**src/rtl/plab3_mem_prefetch_buffer_n.sv**
```systemverilog
// plab3_mem_prefetch_buffer_n
// Fully associative line prefetch buffer between the data cache and memory.
// Reads are served on a hit and never allocate. Prefetches allocate a line from
// memory on a miss. Invalidate-all clears every entry. One request is in flight
// at a time. Define PLAB3_MEM_PREFETCH_NEXT_LINE_EN to prefetch the next line
// automatically after every read hit.
module plab3_mem_prefetch_buffer_n #(
  parameter int p_num_entries  = 4,
  parameter int p_opaque_nbits = 8,
  parameter int p_addr_nbits   = 32,
  parameter int p_data_nbits   = 32,
  parameter int p_line_nbits   = 128
) (
  input  logic                            clk,
  input  logic                            reset,
  input  logic                            req_val,
  output logic                            req_rdy,
  input  logic [1:0]                      req_type,
  input  logic [p_addr_nbits-1:0]         req_addr,
  input  logic [p_opaque_nbits-1:0]       req_opaque,
  output logic                            resp_val,
  input  logic                            resp_rdy,
  output logic [1:0]                      resp_type,
  output logic                            resp_hit,
  output logic [p_data_nbits-1:0]         resp_data,
  output logic [p_opaque_nbits-1:0]       resp_opaque,
  output logic                            memreq_val,
  input  logic                            memreq_rdy,
  output logic [p_addr_nbits-1:0]         memreq_addr,
  input  logic                            memresp_val,
  output logic                            memresp_rdy,
  input  logic [p_line_nbits-1:0]         memresp_data,
  output logic [$clog2(p_num_entries):0]  occupancy
);

  localparam int c_idx_nbits = $clog2(p_num_entries);
  localparam int c_occ_nbits = c_idx_nbits + 1;
  localparam int c_tag_nbits = p_addr_nbits - 4;

  typedef enum logic [2:0] {
    ST_IDLE    = 3'd0,
    ST_LOOKUP  = 3'd1,
    ST_MEMREQ  = 3'd2,
    ST_MEMWAIT = 3'd3,
    ST_FILL    = 3'd4,
    ST_RESP    = 3'd5
`ifdef PLAB3_MEM_PREFETCH_NEXT_LINE_EN
    , ST_NL_LOOKUP = 3'd6
`endif
  } state_t;

  state_t                      state_r;
  logic [p_num_entries-1:0]    valid_r;
  logic [c_tag_nbits-1:0]      tag_r  [p_num_entries];
  logic [p_line_nbits-1:0]     line_r [p_num_entries];
  logic [c_idx_nbits-1:0]      rp_r;
  logic [c_occ_nbits-1:0]      occ_r;

  logic [1:0]                  type_r;
  logic [c_tag_nbits-1:0]      req_tag_r;
  logic [1:0]                  wsel_r;
  logic [p_opaque_nbits-1:0]   opaque_r;
  logic [p_line_nbits-1:0]     fill_line_r;
`ifdef PLAB3_MEM_PREFETCH_NEXT_LINE_EN
  logic                        internal_r;
`endif

  logic                        req_rdy_r;
  logic                        resp_val_r;
  logic [1:0]                  resp_type_r;
  logic                        resp_hit_r;
  logic [p_data_nbits-1:0]     resp_data_r;
  logic [p_opaque_nbits-1:0]   resp_opaque_r;
  logic                        memreq_val_r;
  logic [p_addr_nbits-1:0]     memreq_addr_r;
  logic                        memresp_rdy_r;

  logic                        hit_s;
  logic [c_idx_nbits-1:0]      hit_idx_s;
  logic [p_data_nbits-1:0]     hit_word_s;
  logic                        free_found_s;
  logic [c_idx_nbits-1:0]      free_idx_s;
  logic [c_idx_nbits-1:0]      victim_s;
  logic                        match_s;
  logic                        is_read_s;
  logic                        unused_addr_s;

  // Byte offset within a word plays no part in tag or word selection.
  assign unused_addr_s = ^req_addr[1:0];

  // Read and reserved types behave as plain reads.
  assign is_read_s = (type_r != 2'd1) && (type_r != 2'd2);

  // Parallel tag match against all valid entries and the addressed word of the hit line.
  always_comb begin
    hit_s     = 1'b0;
    hit_idx_s = '0;
    match_s   = 1'b0;
    for (int i = 0; i < p_num_entries; i++) begin
      match_s   = valid_r[i] && (tag_r[i] == req_tag_r);
      hit_s     = hit_s | match_s;
      hit_idx_s = match_s ? c_idx_nbits'(i) : hit_idx_s;
    end
    hit_word_s = line_r[hit_idx_s][wsel_r*p_data_nbits +: p_data_nbits];
  end

  // Victim choice: lowest-index invalid entry, otherwise the round-robin pointer.
  always_comb begin
    free_found_s = 1'b0;
    free_idx_s   = '0;
    for (int i = p_num_entries - 1; i >= 0; i--) begin
      free_found_s = free_found_s | ~valid_r[i];
      free_idx_s   = valid_r[i] ? free_idx_s : c_idx_nbits'(i);
    end
    victim_s = free_found_s ? free_idx_s : rp_r;
  end

  // Control FSM, entry storage and all registered outputs.
  always_ff @(posedge clk) begin
    if (reset) begin
      state_r       <= ST_IDLE;
      valid_r       <= '0;
      rp_r          <= '0;
      occ_r         <= '0;
      type_r        <= 2'd0;
      req_tag_r     <= '0;
      wsel_r        <= 2'd0;
      opaque_r      <= '0;
      fill_line_r   <= '0;
`ifdef PLAB3_MEM_PREFETCH_NEXT_LINE_EN
      internal_r    <= 1'b0;
`endif
      req_rdy_r     <= 1'b1;
      resp_val_r    <= 1'b0;
      resp_type_r   <= 2'd0;
      resp_hit_r    <= 1'b0;
      resp_data_r   <= '0;
      resp_opaque_r <= '0;
      memreq_val_r  <= 1'b0;
      memreq_addr_r <= '0;
      memresp_rdy_r <= 1'b0;
      for (int i = 0; i < p_num_entries; i++) begin
        tag_r[i]  <= '0;
        line_r[i] <= '0;
      end
    end else begin
      case (state_r)
        ST_IDLE: begin
          if (req_val && req_rdy_r) begin
            type_r    <= req_type;
            req_tag_r <= req_addr[p_addr_nbits-1:4];
            wsel_r    <= req_addr[3:2];
            opaque_r  <= req_opaque;
            req_rdy_r <= 1'b0;
            state_r   <= ST_LOOKUP;
          end
        end
        ST_LOOKUP: begin
          resp_type_r   <= type_r;
          resp_opaque_r <= opaque_r;
          case (type_r)
            2'd2: begin
              valid_r     <= '0;
              rp_r        <= '0;
              occ_r       <= '0;
              resp_hit_r  <= 1'b0;
              resp_data_r <= '0;
              resp_val_r  <= 1'b1;
              state_r     <= ST_RESP;
            end
            2'd1: begin
              resp_data_r <= '0;
              resp_hit_r  <= hit_s;
              if (hit_s) begin
                resp_val_r <= 1'b1;
                state_r    <= ST_RESP;
              end else begin
                memreq_val_r  <= 1'b1;
                memreq_addr_r <= {req_tag_r, 4'h0};
                state_r       <= ST_MEMREQ;
              end
            end
            default: begin
              resp_hit_r  <= hit_s;
              resp_data_r <= hit_s ? hit_word_s : '0;
              resp_val_r  <= 1'b1;
              state_r     <= ST_RESP;
            end
          endcase
        end
        ST_MEMREQ: begin
          if (memreq_rdy) begin
            memreq_val_r  <= 1'b0;
            memresp_rdy_r <= 1'b1;
            state_r       <= ST_MEMWAIT;
          end
        end
        ST_MEMWAIT: begin
          if (memresp_val) begin
            fill_line_r   <= memresp_data;
            memresp_rdy_r <= 1'b0;
            state_r       <= ST_FILL;
          end
        end
        ST_FILL: begin
          valid_r[victim_s] <= 1'b1;
          tag_r[victim_s]   <= req_tag_r;
          line_r[victim_s]  <= fill_line_r;
          if (free_found_s) begin
            if (occ_r != c_occ_nbits'(p_num_entries)) begin
              occ_r <= occ_r + c_occ_nbits'(1);
            end
          end else begin
            rp_r <= rp_r + c_idx_nbits'(1);
          end
`ifdef PLAB3_MEM_PREFETCH_NEXT_LINE_EN
          if (internal_r) begin
            internal_r <= 1'b0;
            req_rdy_r  <= 1'b1;
            state_r    <= ST_IDLE;
          end else begin
            resp_val_r <= 1'b1;
            state_r    <= ST_RESP;
          end
`else
          resp_val_r <= 1'b1;
          state_r    <= ST_RESP;
`endif
        end
        ST_RESP: begin
          if (resp_rdy) begin
            resp_val_r    <= 1'b0;
            resp_type_r   <= 2'd0;
            resp_hit_r    <= 1'b0;
            resp_data_r   <= '0;
            resp_opaque_r <= '0;
`ifdef PLAB3_MEM_PREFETCH_NEXT_LINE_EN
            if (is_read_s && resp_hit_r) begin
              req_tag_r  <= req_tag_r + c_tag_nbits'(1);
              internal_r <= 1'b1;
              state_r    <= ST_NL_LOOKUP;
            end else begin
              req_rdy_r <= 1'b1;
              state_r   <= ST_IDLE;
            end
`else
            req_rdy_r <= 1'b1;
            state_r   <= ST_IDLE;
`endif
          end
        end
`ifdef PLAB3_MEM_PREFETCH_NEXT_LINE_EN
        ST_NL_LOOKUP: begin
          if (hit_s) begin
            internal_r <= 1'b0;
            req_rdy_r  <= 1'b1;
            state_r    <= ST_IDLE;
          end else begin
            memreq_val_r  <= 1'b1;
            memreq_addr_r <= {req_tag_r, 4'h0};
            state_r       <= ST_MEMREQ;
          end
        end
`endif
        default: begin
          req_rdy_r <= 1'b1;
          state_r   <= ST_IDLE;
        end
      endcase
    end
  end

  assign req_rdy     = req_rdy_r;
  assign resp_val    = resp_val_r;
  assign resp_type   = resp_type_r;
  assign resp_hit    = resp_hit_r;
  assign resp_data   = resp_data_r;
  assign resp_opaque = resp_opaque_r;
  assign memreq_val  = memreq_val_r;
  assign memreq_addr = memreq_addr_r;
  assign memresp_rdy = memresp_rdy_r;
  assign occupancy   = occ_r;

endmodule

```
**config.mk**
```make
export PLATFORM = sky130hd
export DESIGN_NAME = plab3_mem_prefetch_buffer_n
export DESIGN_NICKNAME = d
export VERILOG_FILES = /design/src/rtl/plab3_mem_prefetch_buffer_n.sv
export SDC_FILE = /design/constraint.sdc
export NUM_CORES = 2
export LEC_CHECK = 0
export CORE_MARGIN = 10
export CORE_UTILIZATION = 60
export CTS_BUF_LIST = sky130_fd_sc_hd__clkbuf_8
export CTS_CLUSTER_SIZE = 8
export DETAILED_ROUTE_END_ITERATION = 10
export GPL_TIMING_DRIVEN = 0
export PLACE_DENSITY = 0.85
export SLEW_MARGIN = 20
export SYNTH_ARGS = -nofsm -noshare
export SYNTH_HDL_FRONTEND = slang
export SYNTH_SLANG_ARGS = --single-unit
```
**constraint.sdc**
```tcl
create_clock -name clk -period 7.85 [get_ports clk]
set_input_delay 1.9625 -clock clk [delete_from_list [all_inputs] [get_ports clk]]
set_output_delay 1.9625 -clock clk [all_outputs]
set_load 0.01 [all_outputs]
```
==> impl_results.md <==
- Routed Antenna Nets: 0
- Die H: 272 um
- Detailed placement HPWL: 79.4 mm
- CP max-delay cell: nor4_1
- Initial Util: 60.4%
- Post-cts resize count: 0
- Routed WL: 116 mm
- Critical path class: reg -> reg
- GR Util All Layers: 30.5%
- Worst setup slack after placement: 2780 ps
- 1st-iter DRT viols: 3627
- Final hold vios: 0
- Setup ws final: 3310 ps
- Arrival time at the worst endpoint: 5280 ps
- Crit path capture type: register
- Met2 wire length: 52.6 mm
- Final setup fails: 0
- Avg Inst Size Synth: 11.6 um2
- First-pass GRT wire length: 170 mm
- RSZ-0062 raised after global routing: false
- Port bufs: 250
- Most common cell on crit path: clkbuf_1
- Critical path cell sequence: buf_2 -> xnor2_1 -> nand4_1 -> nor4_1 -> nand2_1 -> clkbuf_1 -> clkbuf_1 -> clkbuf_1 -> a21oi_1 -> o211ai_1 -> o221ai_1
- Crit Path Max Fanout: 10
- Power density over the cells: 236 nW/um2
- Slew Limit Fails: 0
- Gr ovfl total: 0
- Area growth syn-to-layout: 17.4%
- Worst slew pin tran: 1290 ps
- Fmax: 0.220 GHz
- Period utilization: 57.9%
- Htree depth: 4
- CTS Buf Count: 142
- Hold buffers post-CTS: 0
- Largest net degree at the start of global routing: 49
- Tot Pwr: 10.5 mW
- CTS Buffer Depth: 3
- # Post-CTS Setup Buffers: 0
- Yosys cell types: 56
- Number of detailed-routing iterations run before antenna repair: 8
- Post-layout minimum cycle time: 4540 ps
- Leak Pwr: 15.9 nW
- Die area: 73800 um2
- CTS tree: built
- Clock transition at path regs: 60 ps
- Post-synthesis cell area: 38000 um2
- Critical Path Max Stage Delay: 660 ps
- Vias per Instance: 6.11
- Synthesized flop and latch total: 879
- Final Util: 70.9%
- Main synth FF type: edfxtp_1
- Setup TNS: 0 ps
- Row cnt: 92
- Max_cap viols: 0
- Status: finished clean
- Hold WC Path Type: reg -> reg
- FFs w/ async S/R, synth: 0%
- Most common cell after layout, fill and taps aside: edfxtp_1
- Ratio of cells with drive above 1 in the final layout: 7.23%
- Sequential share of the synthesized area: 62.8%
- Vias: 28400
- Final Skew: 41.2 ps
- # IOs: 258
- Design Area, Final: 44600 um2
- Top routing layer used: met5
- M1 WL: 41.1 mm
- Worst skew pair latency: 820 ps
- Max VDD drop: 0.000161 V
- Placed Instances: 4388
- Gate Count Post-Synth: 3276
- Root buffer cell: clkbuf_8
- Vias in the first global route: 28100
- Slew headroom: 13.5%
- Most frequent cells in the layout: 624 x edfxtp_1, 619 x and2_1, 370 x nand2_1
- Antenna violations before repair: 7
- GPL Wtd Cong: 0.972
- Hold slack: 459 ps
- Worst Path Required: 8580 ps
- Wire per inst: 24.8 um
- Core area: 62900 um2
- Fin nets: 3866
- Die width: 272 um
- Non-filler cells, final: 4655
- Number of enable flip-flop cells after synthesis: 624
- Critical path launch point type: register
- Met3 wire length: 15.6 mm
- Synth Warn #: 0
- Sink Count: 879
- DP Area: 41900 um2
- DRC Markers: 0
-- kinds of logic after synthesis --
group	synth area share, %
flip-flops	62.8
XOR/XNOR	2.54
AO/OA/AOI/OAI	13.1
AND/OR/NAND/NOR	16.5
multiplexers	1.79
adder cells (fa/ha/maj)	0.132
buffers and inverters	3.12
other	0.00987
-- path summary, 6_finish.rpt --
path	cells past startpoint	to	start	slack [ps]
hold reg to reg	2	memreq_val	memreq_val	460
setup / recovery	11	resp_data[6]	req_tag_r[0]	3310
setup reg to reg	11	resp_data[6]	req_tag_r[0]	3310
hold / removal	2	memreq_val	memreq_val	460
-- cells in the mapped netlist, types with 4 or more instances --
master       n  area, um2
a211oi_1   118        886
a21boi_0    72        541
a21boi_1    17        128
a21oi_1    235       1180
a22o_1       4       35.0
a22oi_1     13       97.6
a2bb2oi_1  112        981
and2_1     619       3870
and3_1       5       31.3
buf_1        6       22.5
buf_2       54        270
buf_4        7       52.6
clkbuf_1   203        762
dfxtp_1    255       5100
edfxtp_1   624      18700
ha_1         4       50.1
inv_1       11       41.3
mux2i_1     68        681
nand2_1    370       1390
nand2b_1     6       37.5
nand3_1     15       75.1
nand3b_1     5       37.5
nand4_1     30        188
nor2_1      85        319
nor2b_1      7       43.8
nor3_1       8       40.0
nor4_1      11       68.8
o211ai_1    32        240
o21ai_0    106        531
o221ai_1     4       35.0
o22a_1      29        254
or2_2        4       25.0
xnor2_1    103        902
xor2_1       7       61.3
-- area by class of cell --
class / count / area (um2)
flip-flops and latches: 879 / 23800
well taps: 846 / 1060
multi-input cells: 2115 / 13000
inverters: 12 / 45.0
fillers: 4273 / 18300
diodes: 4 / 10.0
repair buffers: 263 / 2820
clock buffers: 164 / 2260
plain buffers: 273 / 1140
clock inverters: 99 / 434
-- layer usage --
metal  track usage (%)  vias up
met3              9.72      372
met1              37.7    13700
li1                  -    12500
met4              16.9        4
met5             0.526        -
met2              47.0     1952
-- flip-flops by register name, summed over array words and instances (netlist names), 2 cells and up --
signal / cells
resp_opaque: 8
fill_line_r: 128
wsel_r: 2
memreq_addr: 28
type_r: 2
tag_r: 112
resp_data: 32
opaque_r: 8
valid_r: 4
resp_type: 2
rp_r: 2
occupancy: 3
req_tag_r: 28
state_r: 3
line_r: 512
-- report_power, final --
part           leakage [nW]  switching (mW)  internal [mW]
Clock                  1.65            1.85           1.91
Combinational          5.75           0.947          0.491
Sequential             8.51           0.103           5.23
Total                  15.9            2.90           7.63
-- critical path, delay by kind of cell, from the launching register on --
kind	cells	cell delay (ps)
compound gates	3	690
xor+xnor	1	320
buf+inv	4	1650
flops	1	290
simple gates	3	1490
No activity file was read; power rests on OpenSTA's default activity.
